**config.mk**
```make
export PLATFORM = sky130hd
export DESIGN_NAME = sdfa_result_arbiter
export DESIGN_NICKNAME = d
export VERILOG_FILES = /design/src/rtl/sdfa_pkg.sv /design/src/rtl/sdfa_rr_pick.sv /design/src/rtl/sdfa_result_arbiter.sv
export SDC_FILE = /design/constraint.sdc
export NUM_CORES = 1
export LEC_CHECK = 0
export CAP_MARGIN = 10
export CORE_UTILIZATION = 55
export CTS_CLUSTER_DIAMETER = 100
export DETAILED_ROUTE_END_ITERATION = 8
export PLACE_DENSITY = 0.84
export SLEW_MARGIN = 20
export SYNTH_ARGS = -nofsm -noshare
export SYNTH_HDL_FRONTEND = slang
export SYNTH_SLANG_ARGS = --single-unit
```
**constraint.sdc**
```tcl
create_clock -name clk -period 7.1 [get_ports clk]
set_input_delay 0.71 -clock clk [delete_from_list [all_inputs] [get_ports clk]]
set_output_delay 0.71 -clock clk [all_outputs]
set_load 0.005 [all_outputs]
```
**src/rtl/sdfa_pkg.sv**
```systemverilog
// Shared constants for the SDFA result path: requester count, beat width,
// result-vector depth and the derived counter/pointer widths.
package sdfa_pkg;

    localparam int BLOCK_NUM         = 8;
    localparam int SDFA_NREQ         = BLOCK_NUM + 1;
    localparam int SDFA_DATA_W       = 8;
    localparam int SDFA_RESULT_DEPTH = 256;
    localparam int SDFA_CNT_W        = $clog2(SDFA_RESULT_DEPTH) + 1;
    localparam int SDFA_PTR_W        = $clog2(SDFA_NREQ);

    typedef logic [SDFA_PTR_W-1:0] sdfa_ptr_t;

    // Modular add for round-robin indices; base and off are both below n,
    // so a single subtraction is enough to wrap.
    function automatic int sdfa_wrap_add(input int base, input int off, input int n);
        int sum;
        sum = base + off;
        return (sum >= n) ? (sum - n) : sum;
    endfunction

endpackage

```
**src/rtl/sdfa_rr_pick.sv**
```systemverilog
// Rotating-priority picker: returns the first set bit of vec_i found when
// scanning upward from ptr_i and wrapping at NREQ-1 back to 0.
module sdfa_rr_pick
    import sdfa_pkg::*;
#(
    parameter int NREQ  = SDFA_NREQ,
    parameter int PTR_W = $clog2(NREQ)
) (
    input  logic [NREQ-1:0]  vec_i,
    input  logic [PTR_W-1:0] ptr_i,
    output logic [NREQ-1:0]  onehot_o,
    output logic [PTR_W-1:0] idx_o,
    output logic             any_o
);

    logic [NREQ-1:0]  onehot_s;
    logic [PTR_W-1:0] idx_s;
    logic [PTR_W-1:0] cand_s;
    logic             seen_s;
    logic             hit_s;

    // Scan candidates in priority order; only the first set bit survives because
    // seen_s masks every later hit, so OR-accumulation yields a clean one-hot.
    always_comb begin
        onehot_s = {NREQ{1'b0}};
        idx_s    = {PTR_W{1'b0}};
        seen_s   = 1'b0;
        cand_s   = {PTR_W{1'b0}};
        hit_s    = 1'b0;
        for (int k = 0; k < NREQ; k++) begin
            cand_s   = PTR_W'(sdfa_wrap_add(int'(ptr_i), k, NREQ));
            hit_s    = vec_i[cand_s] & ~seen_s;
            onehot_s = onehot_s | ({{(NREQ-1){1'b0}}, hit_s} << cand_s);
            idx_s    = idx_s | ({PTR_W{hit_s}} & cand_s);
            seen_s   = seen_s | vec_i[cand_s];
        end
    end

    assign onehot_o = onehot_s;
    assign idx_o    = idx_s;
    assign any_o    = seen_s;

endmodule

```
**src/rtl/sdfa_result_arbiter.sv**
```systemverilog
// Round-robin arbiter that serialises per-block SDFA results onto the single
// result bus feeding sdfa_master, with a one-beat output register, backpressure
// from the master and a saturating delivered-beat counter.
module sdfa_result_arbiter
    import sdfa_pkg::*;
#(
    parameter int NREQ         = SDFA_NREQ,
    parameter int DATA_W       = SDFA_DATA_W,
    parameter int RESULT_DEPTH = SDFA_RESULT_DEPTH,
    parameter int CNT_W        = $clog2(RESULT_DEPTH) + 1
) (
    input  logic                   clk,
    input  logic                   rstn,
    input  logic                   clear_i,
    input  logic [NREQ-1:0]        req_mask_i,
    input  logic [NREQ-1:0]        req_valid_i,
    input  logic [NREQ*DATA_W-1:0] req_data_i,
    output logic [NREQ-1:0]        req_ready_o,
    input  logic                   res_stall_i,
    output logic [NREQ-1:0]        res_valid_o,
    output logic [DATA_W-1:0]      res_data_o,
    output logic [CNT_W-1:0]       result_count_o,
    output logic                   full_o
);

    localparam int PTR_W = $clog2(NREQ);

    logic [NREQ-1:0]   res_valid_q, res_valid_d;
    logic [DATA_W-1:0] res_data_q,  res_data_d;
    logic [PTR_W-1:0]  ptr_q,       ptr_d;
    logic [CNT_W-1:0]  count_q,     count_d;
    logic              full_q,      full_d;

    logic [NREQ-1:0]   elig_s;
    logic [NREQ-1:0]   pick_onehot_s;
    logic [PTR_W-1:0]  pick_idx_s;
    logic              pick_any_s;
    logic              stage_free_s;
    logic              grant_s;

    assign elig_s       = req_valid_i & req_mask_i;
    assign stage_free_s = ~(|res_valid_q) | ~res_stall_i;
    // rstn gates the grant so every output reads zero while reset is held.
    assign grant_s      = rstn & pick_any_s & stage_free_s & ~full_q & ~clear_i;

    sdfa_rr_pick #(
        .NREQ  (NREQ),
        .PTR_W (PTR_W)
    ) u_pick (
        .vec_i    (elig_s),
        .ptr_i    (ptr_q),
        .onehot_o (pick_onehot_s),
        .idx_o    (pick_idx_s),
        .any_o    (pick_any_s)
    );

    assign req_ready_o = grant_s ? pick_onehot_s : {NREQ{1'b0}};

    // Next-state for output stage, pointer and counter; clear overrides a grant.
    always_comb begin
        res_valid_d = res_valid_q;
        res_data_d  = res_data_q;
        ptr_d       = ptr_q;
        count_d     = count_q;
        full_d      = full_q;
        if (clear_i) begin
            res_valid_d = {NREQ{1'b0}};
            ptr_d       = {PTR_W{1'b0}};
            count_d     = {CNT_W{1'b0}};
            full_d      = 1'b0;
        end else if (grant_s) begin
            res_valid_d = pick_onehot_s;
            res_data_d  = req_data_i[pick_idx_s*DATA_W +: DATA_W];
            ptr_d       = (pick_idx_s == PTR_W'(NREQ - 1)) ? {PTR_W{1'b0}}
                                                           : pick_idx_s + PTR_W'(1);
            count_d     = count_q + CNT_W'(1);
            full_d      = (count_q + CNT_W'(1)) == CNT_W'(RESULT_DEPTH);
        end else if (stage_free_s) begin
            res_valid_d = {NREQ{1'b0}};
        end else begin
            res_valid_d = res_valid_q;
        end
    end

    // State registers; reset drops any beat in flight.
    always_ff @(posedge clk or negedge rstn) begin
        if (!rstn) begin
            res_valid_q <= {NREQ{1'b0}};
            res_data_q  <= {DATA_W{1'b0}};
            ptr_q       <= {PTR_W{1'b0}};
            count_q     <= {CNT_W{1'b0}};
            full_q      <= 1'b0;
        end else begin
            res_valid_q <= res_valid_d;
            res_data_q  <= res_data_d;
            ptr_q       <= ptr_d;
            count_q     <= count_d;
            full_q      <= full_d;
        end
    end

    assign res_valid_o    = res_valid_q;
    assign res_data_o     = res_data_q;
    assign result_count_o = count_q;
    assign full_o         = full_q;

endmodule
```
# ---- After elaboration in Yosys (flattened, before gate mapping)
# Cells that the tools add are included.
dict set report classes {
  add_sub_neg 19
  multipliers 0
  div 0
  n_lt_le_gt_ge 18
  eq_ne 2
  shifts 10
  muxes 38
  n_bitwise 59
  n_reduce_logical 4
}
# operator n
set op_table {}
lappend op_table {{$shl A1 B4 Y9} 9}
lappend op_table {{$or A9 B9 Y9} 8}
lappend op_table {{$shiftx A72 B8 Y8} 1}
lappend op_table {{$mux W9} 6}
lappend op_table {{$mux W4} 12}
lappend op_table {{$lt A4 B5 Y1 const B} 9}
lappend op_table {{$ge A5 B4 Y1 const B} 8}
lappend op_table {{$and A4 B4 Y4} 9}
lappend op_table {{$bmux W1 S4} 9}
lappend op_table {{$sub A4 B4 Y4 const B} 9}
lappend op_table {{$or A4 B4 Y4} 8}
lappend op_table {{$add A4 B3 Y5 const B} 4}
lappend op_table {{$and A1 B1 Y1} 12}
lappend op_table {{$not A1 Y1} 12}
lappend op_table {{$mux W1} 11}
lappend op_table {{$add A4 B2 Y5 const B} 2}
lappend op_table {{$add A9 B1 Y9 const B} 1}
lappend op_table {{$and A9 B9 Y9} 1}
lappend op_table {{$eq A9 B9 Y1 const B} 1}
lappend op_table {{$or A1 B1 Y1} 9}
lappend op_table {{$reduce_or A9 Y1} 1}
lappend op_table {{$add A4 B1 Y5 const B} 1}
lappend op_table {{$add A4 B4 Y5 const B} 1}
lappend op_table {{$add A4 B1 Y4 const B} 1}
lappend op_table {{other kinds (5)} 5}
dict set report totals {
  ff_bits 31
  latchBits 0
  ram_bits 0
  mem_bits_ro 0
  output_inout_bits 36
  wordCells 155
  memories 0
}

# ---- Logic depth before layout (Yosys ltp)
dict set report depth {
  depth_word 20
  ltp_mapped 23
  mapped_depth_nobuf 16
}

# ---- Modules after synthesis
# Synthesis repeated with hierarchy kept, for this count alone.
dict set report unflattened {
  cells_unflattened 979
  hier_area_um2 7295.7
}
# mod n_inst cells_each area_per_inst_um2
set modules_own_cells {}
lappend modules_own_cells {sdfa_rr_pick 1 759 5024.8}
lappend modules_own_cells {sdfa_result_arbiter 1 220 2270.9}

# ---- Least setup slack after synthesis
# Ideal clock, no wire load.
dict set report synth_path {
  kind {register to output}
  startpoint {register ptr_q[0]}
  endpoint {output req_ready_o[7]}
  t_arrival_ps 4467
  slack_ps 1923
  stages_incl_launch_ff 21
  path_buffers 8
  cell_sequence {dfrtp_1 -> buf_6 -> inv_1 -> buf_2 -> buf_2 -> ha_1 -> buf_2 -> nand2b_1 -> a21oi_1 -> mux4_2 -> o221ai_1 -> nand3_1 -> a311oi_2 -> nand4_4 -> o41a_1 -> buf_6 -> nand2b_2 -> buf_6 -> buf_6 -> buf_2 -> nor2_1}
}
dict set report synth_between {
  elab_chain_cells 18
  word_cells_on_any_way 99
}
# item line
set synth_rtl {}
lappend synth_rtl {{start, declared} sdfa_result_arbiter.sv:30} ;# logic [PTR_W-1:0] ptr_q, ptr_d;
lappend synth_rtl {{start signal, assigned} sdfa_result_arbiter.sv:90} ;# ptr_q <= {PTR_W{1'b0}};
lappend synth_rtl {{start signal, assigned} sdfa_result_arbiter.sv:96} ;# ptr_q <= ptr_d;
lappend synth_rtl {{$add A4 B1 Y5} sdfa_pkg.sv:18} ;# sum = base + off;
lappend synth_rtl {{$sub A4 B4 Y4 or $ge A5 B4 Y1 (tied branches)} sdfa_pkg.sv:19} ;# return (sum >= n) ? (sum - n) : sum;
lappend synth_rtl {{$mux W4} sdfa_pkg.sv:19}
lappend synth_rtl {{$bmux W1 S4} {sdfa_rr_pick.sv:32, sdfa_rr_pick.sv:35}}
lappend synth_rtl {{$mux W1 (implied by the code)} {sdfa_rr_pick.sv:32, sdfa_rr_pick.sv:35}}
lappend synth_rtl {{$or A1 B1 Y1 (8 in a row)} sdfa_rr_pick.sv:35} ;# seen_s = seen_s | vec_i[cand_s];
lappend synth_rtl {{$and A1 B1 Y1 (4 in a row)} sdfa_result_arbiter.sv:44} ;# assign grant_s = rstn & pick_any_s & stage_free_s & ~full_q & ~clear_i;
lappend synth_rtl {{$mux W9 (*)} sdfa_result_arbiter.sv:57} ;# assign req_ready_o = grant_s ? pick_onehot_s : {NREQ{1'b0}};
lappend synth_rtl {{end, declared} sdfa_result_arbiter.sv:18} ;# output logic [NREQ-1:0] req_ready_o,
# Every way passes the cells marked *; elsewhere a longest branch is shown, timed or not. The select of a mux whose other input is x is not followed.

# ---- Final worst setup path
dict set report layout_path {
  startpoint {register ptr_q[0]}
  endpoint {output req_ready_o[0]}
}
# The elaborated chain is that of the path after synthesis.

==> out/qor.yml <==
clock_tree:
  htree_levels: 2
  ctsLongestPathBuffers: 2
  cts_made_buffers: 5
  clk_latency_ns: 0.28
  cts_resized: 0
  cts_setup_buffers: 0
  postCtsHoldBufs: 0
  cts.clk_slew.worst_paths_ns: 0.06
  clock_sinks: 31
  cts_root_buffer: "clkbuf_16"
  cts_tree: "yes"
logic_synthesis:
  synthTopCellsByArea: "dfrtp_1, ha_1, nand2_1"
  syn-cell-area_um2: 6800
  synthTopCellsByCount: "nand2_1, nor2_1, nand3_1"
  syn-instance-count: 907
  ys_ff_latch: 31
  ys.flop_type: "dfrtp_1"
  yosys_warnings: 0
  synth_edf_count: 0
  async_flop_share_pct: 100
  synth_seq_area_share_pct: 11.4
  ys_types: 106
  synth_top_cell_area_share_pct: 11.4
  synth_nets: 1027
  yosys.area.top_type: "dfrtp_1"
  synth_area_per_cell_um2: 7.50
timing:
  tns_ns: 0
  min_period_ns: 6.80
  worstMarginPinSlew_ns: 0.989
  hold_violations: 0
  fmax_mhz: 147
  fin_skew_ns: 0.00740
  setup_slack_ns: 0.305
  rsz0062_at_grt: "false"
  post-route-period-util_pct: 95.7
  slew_headroom_pct: 33.6
  setup_viol: 0
  slew_viol_final: 0
power_and_ir_drop:
  power_leakage_uw: 0.00318
  ir_worst_vdd_mv: 0.307
  power_density_nw_per_um2: 519
placement:
  preCtsSetupSlack_ns: 0.871
  placed_cells_incl_taps: 1137
  hpwlAfterDp_um: 21100
  place.gp.congestion: 1.02
  io_buffers: 129
detailed_routing:
  first_iter_violations: 1278
  wire_per_inst_um: 24.2
  post_drt_via_cell_ratio: 7.31
  wirelength_um: 27800
  drc_errors: 0
  num_vias: 8365
  firstDrtPassIters: 7
  ant_nets: 0
floorplanning:
  die_area_um2: 12800
  rows: 40
  io_pins: 130
  die_w_um: 113
  start_util_pct: 56.6
  die_h_um: 113
  core_um2: 12000
critical_path:
  rr_worst_depth: 14
  critPathMaxFanout: 63
  reg2reg_from: "ptr_q[0]"
  start_kind: "flip-flop"
  r2r-end: "res_data_o[6]"
  cp-end-kind: "output pin"
  rrSetupSlack_ns: 0.82
  required_ns: 6.39
  worst-setup-path-type: "reg2out"
  arrival_ns: 6.09
min_path:
  hold_depth: 1
  holdCritStartpoint: "res_valid_o[5]"
  hold_end: "res_valid_o[5]"
  hp-class: "reg2reg"
global_routing:
  grtUsageTotal_pct: 43.7
  grt_pass1_wl_um: 43500
  antenna_found_initial: 1
  grt_overflow_total: 0
  first_global_vias: 7851
  grt_max_degree: 64
layout:
  antennaDiodeCount: 0
  syn_to_final_growth_pct: 20.8
  nets: 1117
  final_cells: 1145
  drive_above_1_share_pct: 7.62
run_status:
  status: "finished, final reports clean"
run:
  maxCapViolations: 0
-- critical path: stages, from the launching register on --
cell	delay, ns
dfrtp_2	0.37
buf_4	0.59
ha_1	0.45
xor2_2	0.27
nor2_1	0.12
o221ai_2	0.56
mux2i_1	0.30
a32oi_2	0.21
a31o_1	0.33
nor3_1	0.47
nand3_1	0.29
o311ai_0	0.75
a311oi_1	0.19
a41oi_1	0.33
clkdlybuf4s50_1	0.56
-- metal layers --
metal	routed length (µm)	up-vias	global-route usage [%]	part of all wire, %
met3	3250	119	11.6	12
met5	0	-	0	0
met1	11200	3909	57.5	40
met2	11700	616	65.2	42
met4	1640	0	23.7	5.9
li1	-	3721	-	-
-- flip-flops by register name, summed over array words and instances, names as in the netlist --
signal	count
res_valid_o	9
result_count_o	9
res_data_o	8
ptr_q	4
full_o	1
-- how the worst max path moves through the flow --
stage | startpoint | to | cells past startpoint
5_1_grt | ptr_q[2] | req_ready_o[0] | 14
4_1_cts | ptr_q[0] | req_ready_o[0] | 14
3_3_place_gp | ptr_q[0] | req_ready_o[0] | 14
6_report | ptr_q[0] | req_ready_o[0] | 14
3_5_place_dp | ptr_q[0] | req_ready_o[0] | 14
2_1_floorplan | ptr_q[0] | req_ready_o[7] | 20
-- placed cells by master (no fill, tap or decap), types with 6 or more instances in the layout --
cell and instances:
clkdlybuf4s50_1 129, nand2_1 85, nor2_1 85, nand3_1 40, a21oi_1 34, nor3_1 31
dfrtp_1 30, inv_1 29, mux2i_1 29, o21ai_0 29, ha_1 26, nand2b_1 25
o2111ai_1 25, and2_1 22, a2111oi_0 22, a21o_1 21, xnor2_1 16, nand4_1 16
buf_4 15, nor4_1 14, a31oi_1 14, o221ai_1 13, o22ai_1 12, nor2b_1 11
o2bb2ai_1 11, o211ai_1 10, o32ai_1 9, a211o_1 9, xor2_1 9, and3_1 8
or3_1 8, mux4_2 8, a211oi_1 7, o21a_1 6, a32o_1 6
-- area by class of cell --
class	instances	area, µm²
clock buffers	6	139
clock inverters	2	35.0
fillers	1010	3800
inverters	32	120
multi-input cells	783	5560
flip-flops and latches	31	777
well taps	147	184
repair buffers	144	1400
-- cells by family (layout without fill, tap and decap cells) --
family	after synthesis	count (layout)	synth area share, %
simple gates	378	378	28.9
fa+ha+maj	26	26	4.78
flops	31	31	11.4
compound gates	308	308	36.1
xor+xnor	28	28	3.94
buf+inv	93	184	6.90
mux	43	43	7.97
-- where the power goes --
group | internal (µW) | switching (µW) | total [µW] | leakage [µW]
clock network | 174 | 79.3 | 254 | 0.0000868
registers | 229 | 44.2 | 273 | 0.000403
logic | 1280 | 2460 | 3740 | 0.00269
-- stage by stage --
stage	hold slack [ns]	instance area, µm²	util [%]	power, µW
6_report	0.520	8220	68.4	4270
5_1_grt	0.543	8220	68.4	4510
4_1_cts	0.521	8220	68.4	4110
3_5_place_dp	0.495	8040	66.9	3840
3_3_place_gp	0.489	8040	66.9	3840
2_1_floorplan	0.414	6800	-	2940
Note: power is estimated with default switching activity, not from simulation.
